`src/rtl/vertex_scheduler.sv`:
```
// Vertex issue sequencer: walks vertex memory for one frame, prefetches
// through a small skid FIFO and feeds the transformation stage over a
// valid/ready handshake. Camera parameters are frozen for the whole frame.
module vertex_scheduler #(
  parameter int VTX_AW     = 10,
  parameter int MEM_LAT    = 2,
  parameter int FIFO_DEPTH = 4
) (
  input  logic              clk_in,
  input  logic              rst_n_in,
  input  logic              frame_start_in,
  input  logic [VTX_AW:0]   num_vtx_in,
  input  logic [31:0]       distance_in,
  input  logic [4:0]        pitch_in,
  output logic [VTX_AW-1:0] vtx_addr_out,
  input  logic [96:0]       vtx_data_in,
  output logic [127:0]      pos_out,
  output logic [31:0]       distance_out,
  output logic [4:0]        pitch_out,
  output logic              valid_out,
  output logic              obj_done_out,
  input  logic              ready_in,
  output logic              busy_out,
  output logic              frame_done_out
);

  localparam int PW = (FIFO_DEPTH > 1) ? $clog2(FIFO_DEPTH) : 1;
  localparam int CW = $clog2(FIFO_DEPTH + 1);
  localparam logic [31:0] W_ONE = 32'h3f800000;

  typedef enum logic [1:0] {S_IDLE, S_RUN, S_DONE} state_e;

  state_e            state_q;
  logic [VTX_AW:0]   num_q;
  logic [VTX_AW:0]   read_ptr_q;
  logic [VTX_AW:0]   issued_q;
  logic [31:0]       distance_q;
  logic [4:0]        pitch_q;
  logic              frame_done_q;

  // One bit per outstanding BRAM read, plus a "last vertex of frame" tag
  // that travels alongside so the forced obj_done lines up with its data.
  logic [MEM_LAT-1:0] rd_vld_q;
  logic [MEM_LAT-1:0] rd_flast_q;

  logic [96:0]       fifo_mem [FIFO_DEPTH];
  logic [PW-1:0]     wr_ptr_q;
  logic [PW-1:0]     rd_ptr_q;
  logic [CW-1:0]     count_q;

  logic [CW-1:0]     inflight;
  logic              credit_ok;
  logic              issue;
  logic              issue_last;
  logic              push;
  logic              pop;
  logic              fifo_vld;
  logic [96:0]       head;

  function automatic logic [PW-1:0] ptr_inc(input logic [PW-1:0] p);
    if (p == PW'(FIFO_DEPTH - 1)) return '0;
    return p + 1'b1;
  endfunction

  // Count reads still travelling through the BRAM pipeline.
  always_comb begin
    inflight = '0;
    for (int i = 0; i < MEM_LAT; i++) begin
      inflight = inflight + CW'(rd_vld_q[i]);
    end
  end

  // A read is only launched when a FIFO slot is guaranteed for its data,
  // so the FIFO can never overflow even with ready_in held low.
  assign credit_ok  = (32'(count_q) + 32'(inflight)) < 32'(FIFO_DEPTH);
  assign issue      = (state_q == S_RUN) && (read_ptr_q < num_q) && credit_ok;
  assign issue_last = (read_ptr_q == num_q - 1'b1);
  assign push       = rd_vld_q[MEM_LAT-1];
  assign fifo_vld   = (count_q != '0);
  assign pop        = fifo_vld && ready_in;
  assign head       = fifo_mem[rd_ptr_q];

  assign vtx_addr_out   = read_ptr_q[VTX_AW-1:0];
  assign valid_out      = fifo_vld;
  assign pos_out        = fifo_vld ? {head[95:0], W_ONE} : '0;
  assign obj_done_out   = fifo_vld & head[96];
  assign distance_out   = distance_q;
  assign pitch_out      = pitch_q;
  assign busy_out       = (state_q != S_IDLE);
  assign frame_done_out = frame_done_q;

  // Frame FSM, read pipeline, FIFO pointers and latched camera params.
  always_ff @(posedge clk_in or negedge rst_n_in) begin
    if (!rst_n_in) begin
      state_q      <= S_IDLE;
      num_q        <= '0;
      read_ptr_q   <= '0;
      issued_q     <= '0;
      distance_q   <= '0;
      pitch_q      <= '0;
      frame_done_q <= 1'b0;
      rd_vld_q     <= '0;
      rd_flast_q   <= '0;
      wr_ptr_q     <= '0;
      rd_ptr_q     <= '0;
      count_q      <= '0;
    end else begin
      frame_done_q  <= 1'b0;

      rd_vld_q[0]   <= issue;
      rd_flast_q[0] <= issue_last;
      for (int i = 1; i < MEM_LAT; i++) begin
        rd_vld_q[i]   <= rd_vld_q[i-1];
        rd_flast_q[i] <= rd_flast_q[i-1];
      end

      if (issue) read_ptr_q <= read_ptr_q + 1'b1;
      if (push)  wr_ptr_q   <= ptr_inc(wr_ptr_q);
      if (pop) begin
        rd_ptr_q <= ptr_inc(rd_ptr_q);
        issued_q <= issued_q + 1'b1;
      end

      case ({push, pop})
        2'b10:   count_q <= count_q + 1'b1;
        2'b01:   count_q <= count_q - 1'b1;
        default: ;
      endcase

      case (state_q)
        S_IDLE: begin
          if (frame_start_in) begin
            num_q      <= num_vtx_in;
            distance_q <= distance_in;
            pitch_q    <= pitch_in;
            read_ptr_q <= '0;
            issued_q   <= '0;
            state_q    <= (num_vtx_in == '0) ? S_DONE : S_RUN;
          end
        end
        S_RUN: begin
          if (issued_q == num_q) state_q <= S_DONE;
        end
        S_DONE: begin
          frame_done_q <= 1'b1;
          state_q      <= S_IDLE;
        end
        default: state_q <= S_IDLE;
      endcase
    end
  end

  // FIFO storage; the frame's final vertex always closes its object.
  always_ff @(posedge clk_in) begin
    if (push) begin
      fifo_mem[wr_ptr_q] <= {vtx_data_in[96] | rd_flast_q[MEM_LAT-1], vtx_data_in[95:0]};
    end
  end

endmodule
```
`config.mk`:
```
export PLATFORM = sky130hd
export DESIGN_NAME = vertex_scheduler
export DESIGN_NICKNAME = d
export VERILOG_FILES = /design/src/rtl/vertex_scheduler.sv
export SDC_FILE = /design/constraint.sdc
export NUM_CORES = 1
export LEC_CHECK = 0
export CELL_PAD_IN_SITES_DETAIL_PLACEMENT = 1
export CELL_PAD_IN_SITES_GLOBAL_PLACEMENT = 1
export CORE_ASPECT_RATIO = 1.75
export CORE_UTILIZATION = 31
export DETAILED_ROUTE_END_ITERATION = 8
export GPL_ROUTABILITY_DRIVEN = 0
export HOLD_SLACK_MARGIN = 0.06
export MAX_ROUTING_LAYER = met4
export PLACE_DENSITY_LB_ADDON = 0.1
export SYNTH_ARGS = -nofsm -noshare
export SYNTH_HDL_FRONTEND = slang
export SYNTH_SLANG_ARGS = --single-unit
```
`constraint.sdc`:
```
create_clock -name clk_in -period 3.52 [get_ports clk_in]
set_clock_uncertainty 0.05 [all_clocks]
set_input_delay 0.704 -clock clk_in [delete_from_list [all_inputs] [get_ports clk_in]]
set_output_delay 0.704 -clock clk_in [all_outputs]
set_load 0.005 [all_outputs]
```
# Word level (Yosys, flattened, before mapping)
# Memory sizes are Yosys's and may differ from the RTL's.
# Index checks and enable logic that the tools add are counted.
classes:
  add_sub_neg: 9
  multipliers: 0
  n_reduce_logical: 10
  n_bitwise: 2
  n_eq_ne: 10
  n_div: 0
  muxes: 23
  magnitude_cmp: 2
  shifts: 0
ops:
  columns: ["operator", "count"]
  rows:
  - ["$mux W128", 1]
  - ["$mux W11", 6]
  - ["$add A11 B1 Y11 const B", 2]
  - ["$eq A11 B11 Y1", 2]
  - ["$mux W2", 7]
  - ["$logic_not A11 Y1", 1]
  - ["$lt A11 B11 Y1", 1]
  - ["$sub A11 B1 Y11 const B", 1]
  - ["$eq A2 B2 Y1 const B", 4]
  - ["$mux W1", 7]
  - ["$pmux W3 S2", 1]
  - ["$add A2 B1 Y2 const B", 2]
  - ["$add A3 B2 Y4", 1]
  - ["$eq A2 B1 Y1 const B", 2]
  - ["$lt A4 B3 Y1 const B", 1]
  - ["$pmux W2 S2", 1]
  - ["$reduce_and A2 Y1", 2]
  - ["$reduce_bool A2 Y1", 2]
  - ["$add A3 B1 Y3 const B", 1]
  - ["$logic_and A1 B1 Y1", 3]
  - ["$reduce_bool A3 Y1", 1]
  - ["$sub A3 B1 Y3 const B", 1]
  - ["$add A1 B1 Y2", 1]
  - ["$logic_not A2 Y1", 1]
  - ["other kinds (4)", 4]
totals:
  out_inout_bits: 179
  in_bits: 149
  mem_bits_ro: 0
  mem_count: 1
  reg_bits: 84
  mem_bits_rw: 388
  latch_bits: 0
mem_list:
  columns: ["name", "depth", "word_bits", "read_ports", "rd_clocked_by_memory_dff", "wr", "line_no", "source"]
  rows:
  - ["fifo_mem", 4, 97, 1, 0, 1, "46", "logic [96:0] fifo_mem [FIFO_DEPTH];"]

# Logic depth before layout (Yosys ltp)
depth:
  depth_word: 7
  mapped_depth: 10
  depth_no_buf: 9

# Worst setup path before layout
# Ideal clock, no wire load.
synth_path:
  path_type: "register -> register"
  start: "register wr_ptr_q[0]"
  end: "memory fifo_mem[0][0] (enable)"
  arrival_time_ps: 2863
  t_required_ps: 3004
  setup_slack_ps: 140
  setup_ps: 466
  period_less_slack_ps: 3380
  path_stages_with_launch: 4
  path_cell_list: "dfrtp_1 > inv_1 > ha_1 > and2_1"
synth_lines:
  columns: ["element", "line_no", "source"]
  rows:
  - ["from (decl)", "47", "logic [PW-1:0] wr_ptr_q;"]
  - ["from (signal assigned)", "118", "if (push) wr_ptr_q <= ptr_inc(wr_ptr_q);"]
  - ["to (decl)", "46", null]
# Straight into the memory's write port.

# Worst setup path in the final report
layout_path:
  start: "register rd_ptr_q[0]"
  end: "output port pos_out[84]"
layout_between:
  elab_chain_cells: 2
layout_lines:
  columns: ["element", "line_no", "source"]
  rows:
  - ["from (decl)", "48", "logic [PW-1:0] rd_ptr_q;"]
  - ["from (signal assigned)", "120", "rd_ptr_q <= ptr_inc(rd_ptr_q);"]
  - ["$mem_v2 Z4 W97", null, null]
  - ["$mux W128", "85", "assign pos_out = fifo_vld ? {head[95:0], W_ONE} : '0;"]
  - ["to (decl)", "17", "output logic [127:0] pos_out,"]
# Every way passes these cells.

==> flow_summary.toml <==
[cts]
cts-root-buf = "clkbuf_16"
cts_max_level = 2
cts_sinks = 472
cts_made_buffers = 47
clk_path_buf_depth = 3
cts_hold_buf = 0
clkTransAtPathRegs_ps = 60
tritoncts = "built"
postCtsSetupBuffers = 0
worst_skew_pair.late_latency_ps = 560

[synth]
syn-instance-count = 1138
syn_area_sq_um = 19300
ys_warn_count = 0
synth_cell_types = 54
synth_top_area_cell = "edfxtp_1"
yosysSeqAreaShare_pct = 71.4
async_reset_ff_share_pct = 17.8
synth_edf_count = 388
yosys_register_bits = 472
synth.avg_cell_area_sq_um = 16.9
synth_flop_cell = "edfxtp_1"
synthTopCellsByArea = "edfxtp_1 (60%), mux4_2 (11%), dfrtp_1 (11%)"
synth.top_cell.area_share_pct = 60.5

[hold_path]
min_path_type = "input port to asynchronous set/reset pin"

[flow_run]
cap_violations = 0

[placed_design]
place_hpwl_um = 31600
place.port_buffers = 302

[sta]
period_share_pct = 95.4
fmax_ghz = 0.298
drv_slew = 0
whs_ps = 161
slew-limit-headroom_pct = 32.4
period_minus_slack_ps = 3360
rsz0062_at_grt = "false"
tightest_slew_ps = 1010
setup_tns_ps = 0
finalHoldViolations = 0
final-setup-viol-count = 0

[critical_path]
path_delay_family = "buffers and inverters"
setup.worst_path.start_class = "flop"
cp_max_fo = 48
worstPathArrival_ps = 2600
cp_num_buf_inv = 2
r2r_setup_slack_ps = 830
cp_cell_sequence = "buf_16 -> mux4_2 -> and2_1 -> clkdlybuf4s50_1"
crit_slowest_cell = "mux4_2"
crit_required_ps = 2770
cp-end-kind = "output port"
max_stage_delay_ps = 550
critPathKind = "flop to output port"

[grt]
gr-total-overflow = 0
grt_first_pass_wirelength_um = 75100
grt_use_total_pct = 16.4
antenna_found_initial = 6
grt_max_degree = 67
grt_pass1_vias = 12000

[die]
core_area_sq_um = 61300
die_area_sq_um = 63200
start_util_pct = 31.4
num_rows = 120
io_pins = 328
dieWidth_um = 190
die_h_um = 332

[cells_and_area]
area_delta_synth_final_pct = 28.1
layout_commonest_cell = "edfxtp_1"
nNetsFinal = 1618
ff_latch_area_sq_um = 13800
final_cell_mix = "edfxtp_1 (388), clkdlybuf4s50_1 (298), nand2_1 (150)"
fillers = 6153
multi_input_area_sq_um = 4970
drive_above_1_share_pct = 14.7

[route]
first_pass_iters = 4
dr.first_iter.drc_count = 395
wire_per_inst_um = 21.5
drcViolationCount = 0
drt_wl_total_um = 49200
antenna_left = 0
num_vias = 10700
viasPerCell = 4.68

[outcome]
status = "complete, no violations"

[power_and_ir_drop]
p_leak_nw = 8.72
cellPowerDensity_nw_per_um2 = 838
peakVddDrop_mv = 0.476
[metal layers]
layer / vias up / GRT usage [%] / wire [um]
met5: - / - / 0
met4: 0 / 4.41 / 909
met3: 53 / 3.92 / 2930
met2: 287 / 29.4 / 26500
met1: 5502 / 17.8 / 18900
li1: 4844 / - / -
[Yosys cell counts, types with 4 or more instances]
cell type	instances
edfxtp_1	388
nand2_1	150
and2_1	106
mux4_2	97
dfrtp_1	84
buf_4	44
clkbuf_1	28
xor2_1	23
inv_1	22
o21ai_0	22
ha_1	21
a21oi_1	16
buf_2	14
nor2_1	14
nand4_1	11
xnor2_1	8
nand3_1	6
nor4_1	6
or3_1	6
buf_1	5
nor3_1	5
a21o_1	4
o211ai_1	4
o31ai_1	4
or4_1	4
[worst paths after layout]
check	startpoint	endpoint	depth (start not counted)
max in group asynchronous	rst_n_in	issued_q[7]$_DFF_PN0_	2
worst max-delay path	rd_ptr_q[0]$_DFFE_PN0P_	pos_out[84]	4
worst min-delay path	rst_n_in	distance_out[24]$_DFFE_PN0P_	1
worst min register to register	rd_flast_q[0]$_DFF_PN0_	rd_flast_q[1]$_DFF_PN0_	0
min in group clk_in	rd_flast_q[0]$_DFF_PN0_	rd_flast_q[1]$_DFF_PN0_	0
worst max register to register	num_q[6]$_DFFE_PN0P_	read_ptr_q[5]$_DFF_PN0_	7
[what timing repair did]
item                                    CTS  global route
endpoints found under the hold margin     0             0
endpoints found under the setup margin    0            20
resized for setup                         0             5
[kinds of logic after synthesis]
| logic type | synth area share (%) |
|---|---|
| AO/OA/AOI/OAI | 2.06 |
| XOR/XNOR | 1.41 |
| adder cells (fa/ha/maj) | 1.47 |
| buffers and inverters | 3.40 |
| flip-flops | 71.4 |
| multiplexers | 11.5 |
| other | 0.0195 |
| AND/OR/NAND/NOR | 8.76 |
[sequential cells by signal, summed over array words and instances, names as in the netlist]
register,flops
rd_vld_q,2
issued_q,11
rd_ptr_q,2
read_ptr_q,11
pitch_out,5
frame_done_out,1
num_q,11
rd_flast_q,2
count_q,3
distance_out,32
wr_ptr_q,2
fifo_mem,388
state_q,2
[power breakdown]
part / total, mW / switching (mW) / internal [mW]
sequential: 8.03 / 0.615 / 7.42
combinational: 7.78 / 3.51 / 4.27
clock: 4.87 / 2.13 / 2.74
[metrics by stage]
step                      std cells  total power, mW  worst slack (ps)  instance area [sq um]  util, %
after global placement         2191             16.1               654                  23200     37.8
after floorplan                1162             12.1               140                  19400        -
after global routing           2284             22.0              4.21                  24700     40.3
after detailed placement       2191             16.2               638                  23200     37.8
final                          2284             20.7               163                  24700     40.3
after CTS                      2278             21.2              10.6                  24700     40.2
[cell type report]
cell class              count  share of cell area, %
multi-input cells         571                   20.1
inverters                  23                  0.350
repair buffers            332                   13.7
diodes                      6                 0.0608
clock buffers              63                   5.09
flip-flops and latches    472                   55.7
clock inverters            24                  0.902
well taps                 793                   4.02
(Power assumes the default switching activity.)
